### config.mk
export PLATFORM = sky130hd
export DESIGN_NAME = ram_arbiter_flat
export DESIGN_NICKNAME = d
export VERILOG_FILES = /design/src/rtl/ram_arbiter_if.sv /design/src/rtl/ram_arbiter.sv /design/src/flat_wrapper.sv
export SDC_FILE = /design/constraint.sdc
export NUM_CORES = 1
export LEC_CHECK = 0
export CAP_MARGIN = 40
export CORE_AREA = 2 2 105 107
export CTS_CLUSTER_DIAMETER = 30
export DETAILED_ROUTE_END_ITERATION = 16
export DIE_AREA = 0 0 107 109
export DONT_BUFFER_PORTS = 1
export HOLD_SLACK_MARGIN = 0.06
export SKIP_LAST_GASP = 1
export SYNTH_ARGS = -nofsm -noshare
export SYNTH_HDL_FRONTEND = slang
export SYNTH_SLANG_ARGS = --single-unit
export TNS_END_PERCENT = 5
### constraint.sdc
create_clock -name clk_i -period 2 [get_ports clk_i]
set_input_delay 0.4 -clock clk_i [delete_from_list [all_inputs] [get_ports clk_i]]
set_output_delay 0.4 -clock clk_i [all_outputs]
set_load 0.02 [all_outputs]
### src/rtl/ram_arbiter_if.sv
// Core-side and RAM-side signals of the two-port RAM arbiter.
// slave = arbiter view, master = requesters plus RAM view.
interface ram_arbiter_if;
   logic        p0_req_i;
   logic [31:0] p0_addr_i;
   logic        p0_gnt_o;
   logic [31:0] p0_rdata_o;

   logic        p1_req_i;
   logic [31:0] p1_addr_i;
   logic        p1_we_i;
   logic [31:0] p1_wdata_i;
   logic [1:0]  p1_hb_i;
   logic        p1_uload_i;
   logic        p1_gnt_o;
   logic [31:0] p1_rdata_o;

   logic        ram_ce_o;
   logic        ram_req_o;
   logic [31:0] ram_addr_o;
   logic [31:0] ram_wdata_o;
   logic        ram_we_o;
   logic [1:0]  ram_hb_o;
   logic        ram_uload_o;
   logic        ram_gnt_i;
   logic [31:0] ram_rdata_i;

   modport slave (
      input  p0_req_i, p0_addr_i,
      input  p1_req_i, p1_addr_i, p1_we_i, p1_wdata_i, p1_hb_i, p1_uload_i,
      input  ram_gnt_i, ram_rdata_i,
      output p0_gnt_o, p0_rdata_o, p1_gnt_o, p1_rdata_o,
      output ram_ce_o, ram_req_o, ram_addr_o, ram_wdata_o, ram_we_o, ram_hb_o, ram_uload_o
   );

   modport master (
      output p0_req_i, p0_addr_i,
      output p1_req_i, p1_addr_i, p1_we_i, p1_wdata_i, p1_hb_i, p1_uload_i,
      output ram_gnt_i, ram_rdata_i,
      input  p0_gnt_o, p0_rdata_o, p1_gnt_o, p1_rdata_o,
      input  ram_ce_o, ram_req_o, ram_addr_o, ram_wdata_o, ram_we_o, ram_hb_o, ram_uload_o
   );
endinterface

### src/rtl/ram_arbiter.sv
// Shares one RAM between fetch (port 0) and load/store (port 1); round-robin, or fixed port-1 priority with ARB_FIXED_PRIO_EN.
// Latency 2 cycles req-to-gnt from idle, one access per 3 cycles; requesters hold req until their one-cycle gnt.
module ram_arbiter (
   input  logic          clk_i,
   input  logic          rst_i,
   ram_arbiter_if.slave  bus
);

   localparam logic [1:0] S_IDLE    = 2'd0;
   localparam logic [1:0] S_ACC1    = 2'd1;
   localparam logic [1:0] S_ACC2    = 2'd2;
   localparam logic [1:0] S_RECOVER = 2'd3;

   logic [1:0] r_state;
   logic       r_owner;
   logic       r_last;

   logic       w_any_req;
   logic       w_winner;
   logic       w_access;
   logic       w_gnt;

   assign w_any_req = bus.p0_req_i | bus.p1_req_i;

`ifdef ARB_FIXED_PRIO_EN
   assign w_winner = bus.p1_req_i;
`else
   // Port 1 wins when alone, or when both request and port 0 was served last.
   assign w_winner = bus.p1_req_i & (~bus.p0_req_i | ~r_last);
`endif

   always_ff @(posedge clk_i or posedge rst_i) begin
      if (rst_i) begin
         r_state <= S_IDLE;
         r_owner <= 1'b0;
         r_last  <= 1'b1;
      end else begin
         case (r_state)
            S_IDLE, S_RECOVER: begin
               // The RAM grant seen in RECOVER is stale and deliberately ignored.
               if (w_any_req) begin
                  r_owner <= w_winner;
                  r_state <= S_ACC1;
               end else begin
                  r_state <= S_IDLE;
               end
            end
            S_ACC1: r_state <= S_ACC2;
            S_ACC2: begin
               if (bus.ram_gnt_i) begin
                  r_last  <= r_owner;
                  r_state <= S_RECOVER;
               end
            end
            default: r_state <= S_IDLE;
         endcase
      end
   end

   assign w_access = (r_state == S_ACC1) || (r_state == S_ACC2);
   assign w_gnt    = (r_state == S_ACC2) && bus.ram_gnt_i;

   assign bus.ram_req_o   = w_access;
   assign bus.ram_ce_o    = w_access;
   assign bus.ram_addr_o  = !w_access ? 32'h0 : (r_owner ? bus.p1_addr_i : bus.p0_addr_i);
   assign bus.ram_wdata_o = (w_access && r_owner) ? bus.p1_wdata_i : 32'h0;
   assign bus.ram_we_o    = w_access && r_owner && bus.p1_we_i;
   assign bus.ram_hb_o    = !w_access ? 2'b00 : (r_owner ? bus.p1_hb_i : 2'b10);
   assign bus.ram_uload_o = w_access && r_owner && bus.p1_uload_i;

   assign bus.p0_gnt_o   = w_gnt && !r_owner;
   assign bus.p1_gnt_o   = w_gnt && r_owner;
   assign bus.p0_rdata_o = bus.p0_gnt_o ? bus.ram_rdata_i : 32'h0;
   assign bus.p1_rdata_o = bus.p1_gnt_o ? bus.ram_rdata_i : 32'h0;

endmodule

### src/flat_wrapper.sv
// flat-port wrapper written by rule: the top's interface ports become plain ports
module ram_arbiter_flat 
  (clk_i, rst_i, bus_p0_req_i, bus_p0_addr_i, bus_p1_req_i, bus_p1_addr_i, bus_p1_we_i, bus_p1_wdata_i, bus_p1_hb_i, bus_p1_uload_i, bus_ram_gnt_i, bus_ram_rdata_i, bus_p0_gnt_o, bus_p0_rdata_o, bus_p1_gnt_o, bus_p1_rdata_o, bus_ram_ce_o, bus_ram_req_o, bus_ram_addr_o, bus_ram_wdata_o, bus_ram_we_o, bus_ram_hb_o, bus_ram_uload_o);
  ram_arbiter_if bus_i ();
  input  logic clk_i;
  input  logic rst_i;
  input wire logic [$bits(bus_i.p0_req_i)-1:0] bus_p0_req_i;
  input wire logic [$bits(bus_i.p0_addr_i)-1:0] bus_p0_addr_i;
  input wire logic [$bits(bus_i.p1_req_i)-1:0] bus_p1_req_i;
  input wire logic [$bits(bus_i.p1_addr_i)-1:0] bus_p1_addr_i;
  input wire logic [$bits(bus_i.p1_we_i)-1:0] bus_p1_we_i;
  input wire logic [$bits(bus_i.p1_wdata_i)-1:0] bus_p1_wdata_i;
  input wire logic [$bits(bus_i.p1_hb_i)-1:0] bus_p1_hb_i;
  input wire logic [$bits(bus_i.p1_uload_i)-1:0] bus_p1_uload_i;
  input wire logic [$bits(bus_i.ram_gnt_i)-1:0] bus_ram_gnt_i;
  input wire logic [$bits(bus_i.ram_rdata_i)-1:0] bus_ram_rdata_i;
  output wire logic [$bits(bus_i.p0_gnt_o)-1:0] bus_p0_gnt_o;
  output wire logic [$bits(bus_i.p0_rdata_o)-1:0] bus_p0_rdata_o;
  output wire logic [$bits(bus_i.p1_gnt_o)-1:0] bus_p1_gnt_o;
  output wire logic [$bits(bus_i.p1_rdata_o)-1:0] bus_p1_rdata_o;
  output wire logic [$bits(bus_i.ram_ce_o)-1:0] bus_ram_ce_o;
  output wire logic [$bits(bus_i.ram_req_o)-1:0] bus_ram_req_o;
  output wire logic [$bits(bus_i.ram_addr_o)-1:0] bus_ram_addr_o;
  output wire logic [$bits(bus_i.ram_wdata_o)-1:0] bus_ram_wdata_o;
  output wire logic [$bits(bus_i.ram_we_o)-1:0] bus_ram_we_o;
  output wire logic [$bits(bus_i.ram_hb_o)-1:0] bus_ram_hb_o;
  output wire logic [$bits(bus_i.ram_uload_o)-1:0] bus_ram_uload_o;
  assign bus_i.p0_req_i = bus_p0_req_i;
  assign bus_i.p0_addr_i = bus_p0_addr_i;
  assign bus_i.p1_req_i = bus_p1_req_i;
  assign bus_i.p1_addr_i = bus_p1_addr_i;
  assign bus_i.p1_we_i = bus_p1_we_i;
  assign bus_i.p1_wdata_i = bus_p1_wdata_i;
  assign bus_i.p1_hb_i = bus_p1_hb_i;
  assign bus_i.p1_uload_i = bus_p1_uload_i;
  assign bus_i.ram_gnt_i = bus_ram_gnt_i;
  assign bus_i.ram_rdata_i = bus_ram_rdata_i;
  assign bus_p0_gnt_o = bus_i.p0_gnt_o;
  assign bus_p0_rdata_o = bus_i.p0_rdata_o;
  assign bus_p1_gnt_o = bus_i.p1_gnt_o;
  assign bus_p1_rdata_o = bus_i.p1_rdata_o;
  assign bus_ram_ce_o = bus_i.ram_ce_o;
  assign bus_ram_req_o = bus_i.ram_req_o;
  assign bus_ram_addr_o = bus_i.ram_addr_o;
  assign bus_ram_wdata_o = bus_i.ram_wdata_o;
  assign bus_ram_we_o = bus_i.ram_we_o;
  assign bus_ram_hb_o = bus_i.ram_hb_o;
  assign bus_ram_uload_o = bus_i.ram_uload_o;
  ram_arbiter u_core (.clk_i(clk_i), .rst_i(rst_i), .bus(bus_i));
endmodule
==> results.json, run 1 <==
{
  "status": "finished clean",
  "clock_latency_ns": 0.22,
  "finalHoldWorstSlack_ns": 0.361,
  "cp.required_ns": 1.60,
  "critPathKind": "reg2out",
  "synth_top_area_share_pct": 25.7,
  "hp-class": "in2reg",
  "antenna_cells": 0,
  "synth_area_mm2": 0.00142,
  "vias_per_cell": 4.14,
  "detailed_place_hpwl_um": 5540,
  "tritoncts": "done",
  "area_growth_pct": 68.4,
  "finalSetupViolCount": 0,
  "tightest_slew_ns": 0.308,
  "io_buffers": 0,
  "fill_cells": 1162,
  "worstHoldPathCells": 1,
  "multi_input_area_mm2": 0.00122,
  "max_clock_freq_mhz": 531,
  "drtPass1Iterations": 4,
  "cellInternalPower_mw": 1.97,
  "nets": 472,
  "routabilityCongestion": 0.893,
  "final_util_pct": 22.5,
  "seq_area_frac_synth_pct": 7.14,
  "synth_top_family_by_area": "simple AND/OR/NAND/NOR gates",
  "synth_xor_xnor_area_share_pct": 0,
  "drive_gt1_share_pct": 45.0,
  "synthDistinctLibCells": 21,
  "numCtsBuffers": 3,
  "synth_warnings": 0,
  "sequentialPowerShare_pct": 4.0,
  "slew_headroom_pct": 79.5,
  "die_w_um": 107,
  "ctsHtreeMaxLevel": 1,
  "wire_per_inst_um": 14.5,
  "io_pins": 273,
  "core_area_mm2": 0.0106,
  "critical_path.endpoint_type": "output pin",
  "antenna_found_initial": 0,
  "ir_drop_mv": 0.643,
  "rsz0062_at_grt": "no",
  "p_per_area_mw_per_mm2": 1970,
  "total_power_mw": 4.71,
  "num_rows": 38,
  "pwr-share-comb_pct": 92.0,
  "cp-start-kind": "flop",
  "drc": 0,
  "synth_adder_area_share_pct": 0.882,
  "drt_iter0_markers": 86,
  "crit_arrival_ns": 1.48,
  "synth_top_area_cell": "nor2_1",
  "regArea_um2": 103,
  "synthesis.nets": 382,
  "p_switching_mw": 2.74,
  "post-route-period-util_pct": 94.2,
  "crit_path_max_fanout": 9,
  "die_h_um": 109,
  "path_clk_slew_ns": 0.04,
  "cts.path.max_buffers": 2,
  "die_area_mm2": 0.0117,
  "setup-tns-final_ns": 0,
  "grtUsageTotal_pct": 9.75,
  "cts_root_buf": "clkbuf_8",
  "finalHoldViolations": 0,
  "syn_area_per_cell_um2": 5.82,
  "sw_frac_of_total_pct": 58.2,
  "synthMuxAreaShare_pct": 23.4,
  "grt_pass1_vias": 1754,
  "yosys.area_share.simple_pct": 52.6,
  "r2r_cells": 4,
  "grt_max_degree": 39,
  "wl_um": 6840,
  "slew_viol_final": 0,
  "grt_pass1_wl_um": 8780,
  "ys_ff_latch": 4,
  "cellLeakagePower_nw": 1.26,
  "clock_sinks": 4,
  "synth_compound_area_share_pct": 3.26,
  "fin_crit_ns": 1.88,
  "power_frac_clock_pct": 3.9,
  "via_count": 1960,
  "max-cap-violations": 0,
  "synthTopCellsByArea": "nor2_1, mux2i_1, and2_1, nand2_1, buf_6",
  "synthCells": 244,
  "start_util_pct": 13.4,
  "drtAntennaViolNets": 0,
  "finalClockSkew_ns": 0.00481,
  "grt_overflow_total": 0
}
## cell type report
| cell class | count | share of cell area [%] |
|---|---|---|
| inverters | 5 | 0.785 |
| clock buffers | 4 | 1.88 |
| repair buffers | 105 | 34.7 |
| flip-flops and latches | 4 | 4.29 |
| well taps | 140 | 7.33 |
| multi-input cells | 215 | 51.0 |
## sequential cells by signal (all words and copies together) (netlist names)
register	cells
u_core.r_state	2
u_core.r_last	1
u_core.r_owner	1
## Yosys cell counts (all sizes together)
cell      n
inv       5
buf      23
nor2     97
and2b     1
a21oi     1
and2     35
and3      1
nand2    36
mux2i    32
ha        1
mux2      1
a32o      1
dfrtp     3
a21o      1
dfstp     1
a2bb2oi   1
nand2b    2
o21ai     1
a21bo     1
## layer usage
layer	vias up	track usage [%]	share of wire, %
met4	0	3.71	1.1
met5	-	0	0
met3	5	2.09	11
li1	932	-	-
met1	861	10.5	38
met2	162	18.5	50
## power by group through the flow
stage / Clock [mW] / Sequential (mW) / Combinational (mW)
3_3_place_gp: 0 / 0.171 / 4.09
2_1_floorplan: 0 / 0.149 / 2.96
6_report: 0.186 / 0.189 / 4.34
5_1_grt: 0.193 / 0.195 / 4.63
4_1_cts: 0.191 / 0.181 / 4.26
3_5_place_dp: 0 / 0.176 / 4.16
## cells by family (layout without fill, tap and decap cells)
kind of cell	count (synthesis)	count (layout)
AO/OA/AOI/OAI	6	6
AND/OR/NAND/NOR	172	175
adder cells (fa/ha/maj)	1	1
flip-flops	4	4
buffers and inverters	28	114
multiplexers	33	33
## cell usage in the layout (no fill, tap or decap), types with 2 or more instances in the layout
master / n
buf_4: 101
nor2_1: 97
nand2_1: 36
and2_2: 34
mux2i_1: 32
inv_1: 5
clkbuf_8: 3
buf_12: 3
nand2b_1: 2
and2b_4: 2
and2b_2: 2
dfrtp_1: 2
## final timing paths
check	from	slack [ns]	to
hold reg to reg	u_core.r_last	0.53	u_core.r_last
max in group asynchronous	rst_i	1.26	u_core.r_last
hold / removal	bus_p1_req_i	0.36	u_core.r_owner
setup / recovery	u_core.r_state[0]	0.12	bus_ram_wdata_o[6]
setup reg to reg	u_core.r_state[1]	0.61	u_core.r_state[1]
min in group asynchronous	rst_i	0.51	u_core.r_state[1]
## stage by stage
| stage | cell area, µm² | cells | setup WS, ns |
|---|---|---|---|
| 2_1_floorplan | 1420 | 244 | 0.309 |
| 3_5_place_dp | 2250 | 465 | 0.0881 |
| 3_3_place_gp | 2250 | 465 | 0.146 |
| 5_1_grt | 2390 | 473 | 0.0467 |
| 6_report | 2390 | 473 | 0.116 |
| 4_1_cts | 2340 | 471 | -0.0333 |
## worst max-delay path: stages (launching register included)
cell and delay, ns:
dfrtp_1 0.37, inv_1 0.10, ha_4 0.24, and2b_4 0.30, and2_1 0.25
## what timing repair did
action / 4_1_cts / 5_1_grt
endpoints found under the hold margin: 3 / 0
gates cloned: 1 / 2
resized for setup: 24 / 16
setup buffers: 0 / 0
pin swaps: 0 / 0
hold buffers: 1 / 0
setup endpoints to repair: 35 / 40
Power figures use the tool's default switching activity.
==> run 2, diff against run 1 <==
--- a/config.mk
+++ b/config.mk
@@ -6,10 +6,10 @@
 export NUM_CORES = 1
 export LEC_CHECK = 0
 export CAP_MARGIN = 40
-export CORE_AREA = 2 2 105 107
+export CORE_AREA = 2 2 106 108
 export CTS_CLUSTER_DIAMETER = 30
 export DETAILED_ROUTE_END_ITERATION = 16
-export DIE_AREA = 0 0 107 109
+export DIE_AREA = 0 0 108 110
 export DONT_BUFFER_PORTS = 1
 export HOLD_SLACK_MARGIN = 0.06
 export SKIP_LAST_GASP = 1
==> run 2 against run 1 <==
Worst hold slack lost 0.0012 ns; global-route usage rose by 0.73 points; via count is 2.6% higher; highest routed layer is now met5; wire length rose by 6.6%; combinational power increased by 1%; register-to-register slack gained 0.03 ns; worst setup slack got worse by 0.067 ns.
==> results.json, run 2 (synthesis gave the netlist of run 1 again) <==
{
  "status": "finished clean",
  "crit_start": "u_core.r_state[0]",
  "max_clock_freq_mhz": 513,
  "die_h_um": 110,
  "die_area_mm2": 0.0119,
  "cp-start-kind": "flop",
  "critical_path.endpoint_type": "output pin",
  "num_rows": 38,
  "ir_drop_mv": 0.853,
  "area_growth_pct": 69.7,
  "vias_per_cell": 4.23,
  "grtUsageTotal_pct": 10.5,
  "grt_pass1_wl_um": 9280,
  "nets": 472,
  "finalClockSkew_ns": 0.00397,
  "core_area_mm2": 0.0107,
  "cellLeakagePower_nw": 1.27,
  "ctsHtreeMaxLevel": 1,
  "top_register": "u_core.r_state",
  "tritoncts": "done",
  "clock_sinks": 4,
  "post-route-period-util_pct": 97.6,
  "crit_arrival_ns": 1.55,
  "slew_viol_final": 0,
  "finalSetupViolCount": 0,
  "crit_end": "bus_ram_wdata_o[30]",
  "routabilityCongestion": 0.919,
  "die_w_um": 108,
  "antenna_found_initial": 3,
  "cp.required_ns": 1.60,
  "rrSetupSlack_ns": 0.64,
  "mostFrequentLayoutCells": "buf_4, nor2_1, nand2_1",
  "cts.path.max_buffers": 2,
  "grt_pass1_vias": 1748,
  "clock_latency_ns": 0.22,
  "largest_reg_flops": 2,
  "slew_headroom_pct": 78.8,
  "max-cap-violations": 0,
  "io_pins": 273,
  "io_buffers": 0,
  "fin_crit_ns": 1.95,
  "setup-tns-final_ns": 0,
  "start_util_pct": 13.3,
  "via_count": 2011,
  "wl_um": 7290,
  "path_clk_slew_ns": 0.03,
  "drtPass1Iterations": 4,
  "p_per_area_mw_per_mm2": 1980,
  "drive_gt1_share_pct": 45.3,
  "detailed_place_hpwl_um": 6080,
  "drtAntennaViolNets": 0,
  "crit_path_max_fanout": 17,
  "hp-class": "in2reg",
  "grt_overflow_total": 0,
  "critPathKind": "reg2out",
  "finalHoldViolations": 0,
  "reg_top3": "u_core.r_state (2), u_core.r_last (1), u_core.r_owner (1)",
  "wire_per_inst_um": 15.4,
  "numCtsBuffers": 3,
  "drc": 0,
  "r2r_cells": 5,
  "tightest_slew_ns": 0.319,
  "total_power_mw": 4.76,
  "cts_root_buf": "clkbuf_8",
  "grt_max_degree": 38,
  "final_common_cell": "buf_4",
  "drt_iter0_markers": 82,
  "rsz0062_at_grt": "yes",
  "rr_startpoint": "u_core.r_state[0]",
  "crit-reg2reg-capture": "u_core.r_owner"
}
[run 2: changes by cell type in the layout (fill, tap and decap cells not counted), sizes merged]
cell   change
diode      +2
buf        +1
and2b      -1
[run 2: area by class of cell]
type                       count  area [µm²]
fill                        1169        8290
antenna                        2        5.00
inverter                       5        18.8
multi-input combinational    214        1210
sequential                     4         103
clock buffer                   4        45.0
timing repair buffer         106         848
tap                          140         175
[run 2: worst min path at each step]
stage | start | end | depth (start not counted)
after floorplan | rst_i | u_core.r_owner | 1
after global placement | rst_i | u_core.r_state[0] | 1
after detailed placement | rst_i | u_core.r_state[0] | 1
after CTS | bus_p1_req_i | u_core.r_owner | 1
after global routing | bus_p1_req_i | u_core.r_owner | 1
final | bus_p1_req_i | u_core.r_owner | 1
[run 2: critical path, stage by stage, from the launching register on]
cell and delay, ns:
dfrtp_1 0.38, inv_1 0.12, ha_4 0.25, and2b_4 0.34, and2_2 0.23
[run 2: stage by stage]
stage	hold WS, ns	setup slack, ns	cells	util, %	instance area (µm²)
final	0.360	0.0490	475	22.5	2410
after global routing	0.376	-0.00911	474	22.5	2400
after CTS	0.357	0.0593	473	22.5	2400
after detailed placement	0.183	0.00494	466	21.2	2270
after global placement	0.172	0.0876	466	21.2	2270
after floorplan	0.165	0.309	244	-	1420
[run 2: what timing repair did]
action	4_1_cts	5_1_grt
endpoints found under the hold margin	3	0
resized for setup	40	0
buffers inserted	0	0
setup endpoints to repair	35	17
hold buffers	1	0
cloned	2	0
[run 2: where the power goes]
| group | switching [mW] | internal (mW) |
|---|---|---|
| clock | 0.0468 | 0.137 |
| combinational | 2.67 | 1.73 |
| sequential | 0.0358 | 0.135 |
[run 2: routing by layer]
layer,share of wire [%],track usage [%],vias up
li1,-,-,933
met1,37,10.3,905
met2,52,20.9,165
met3,10,2.70,6
met4,1.2,3.85,2
met5,0.15,0,-
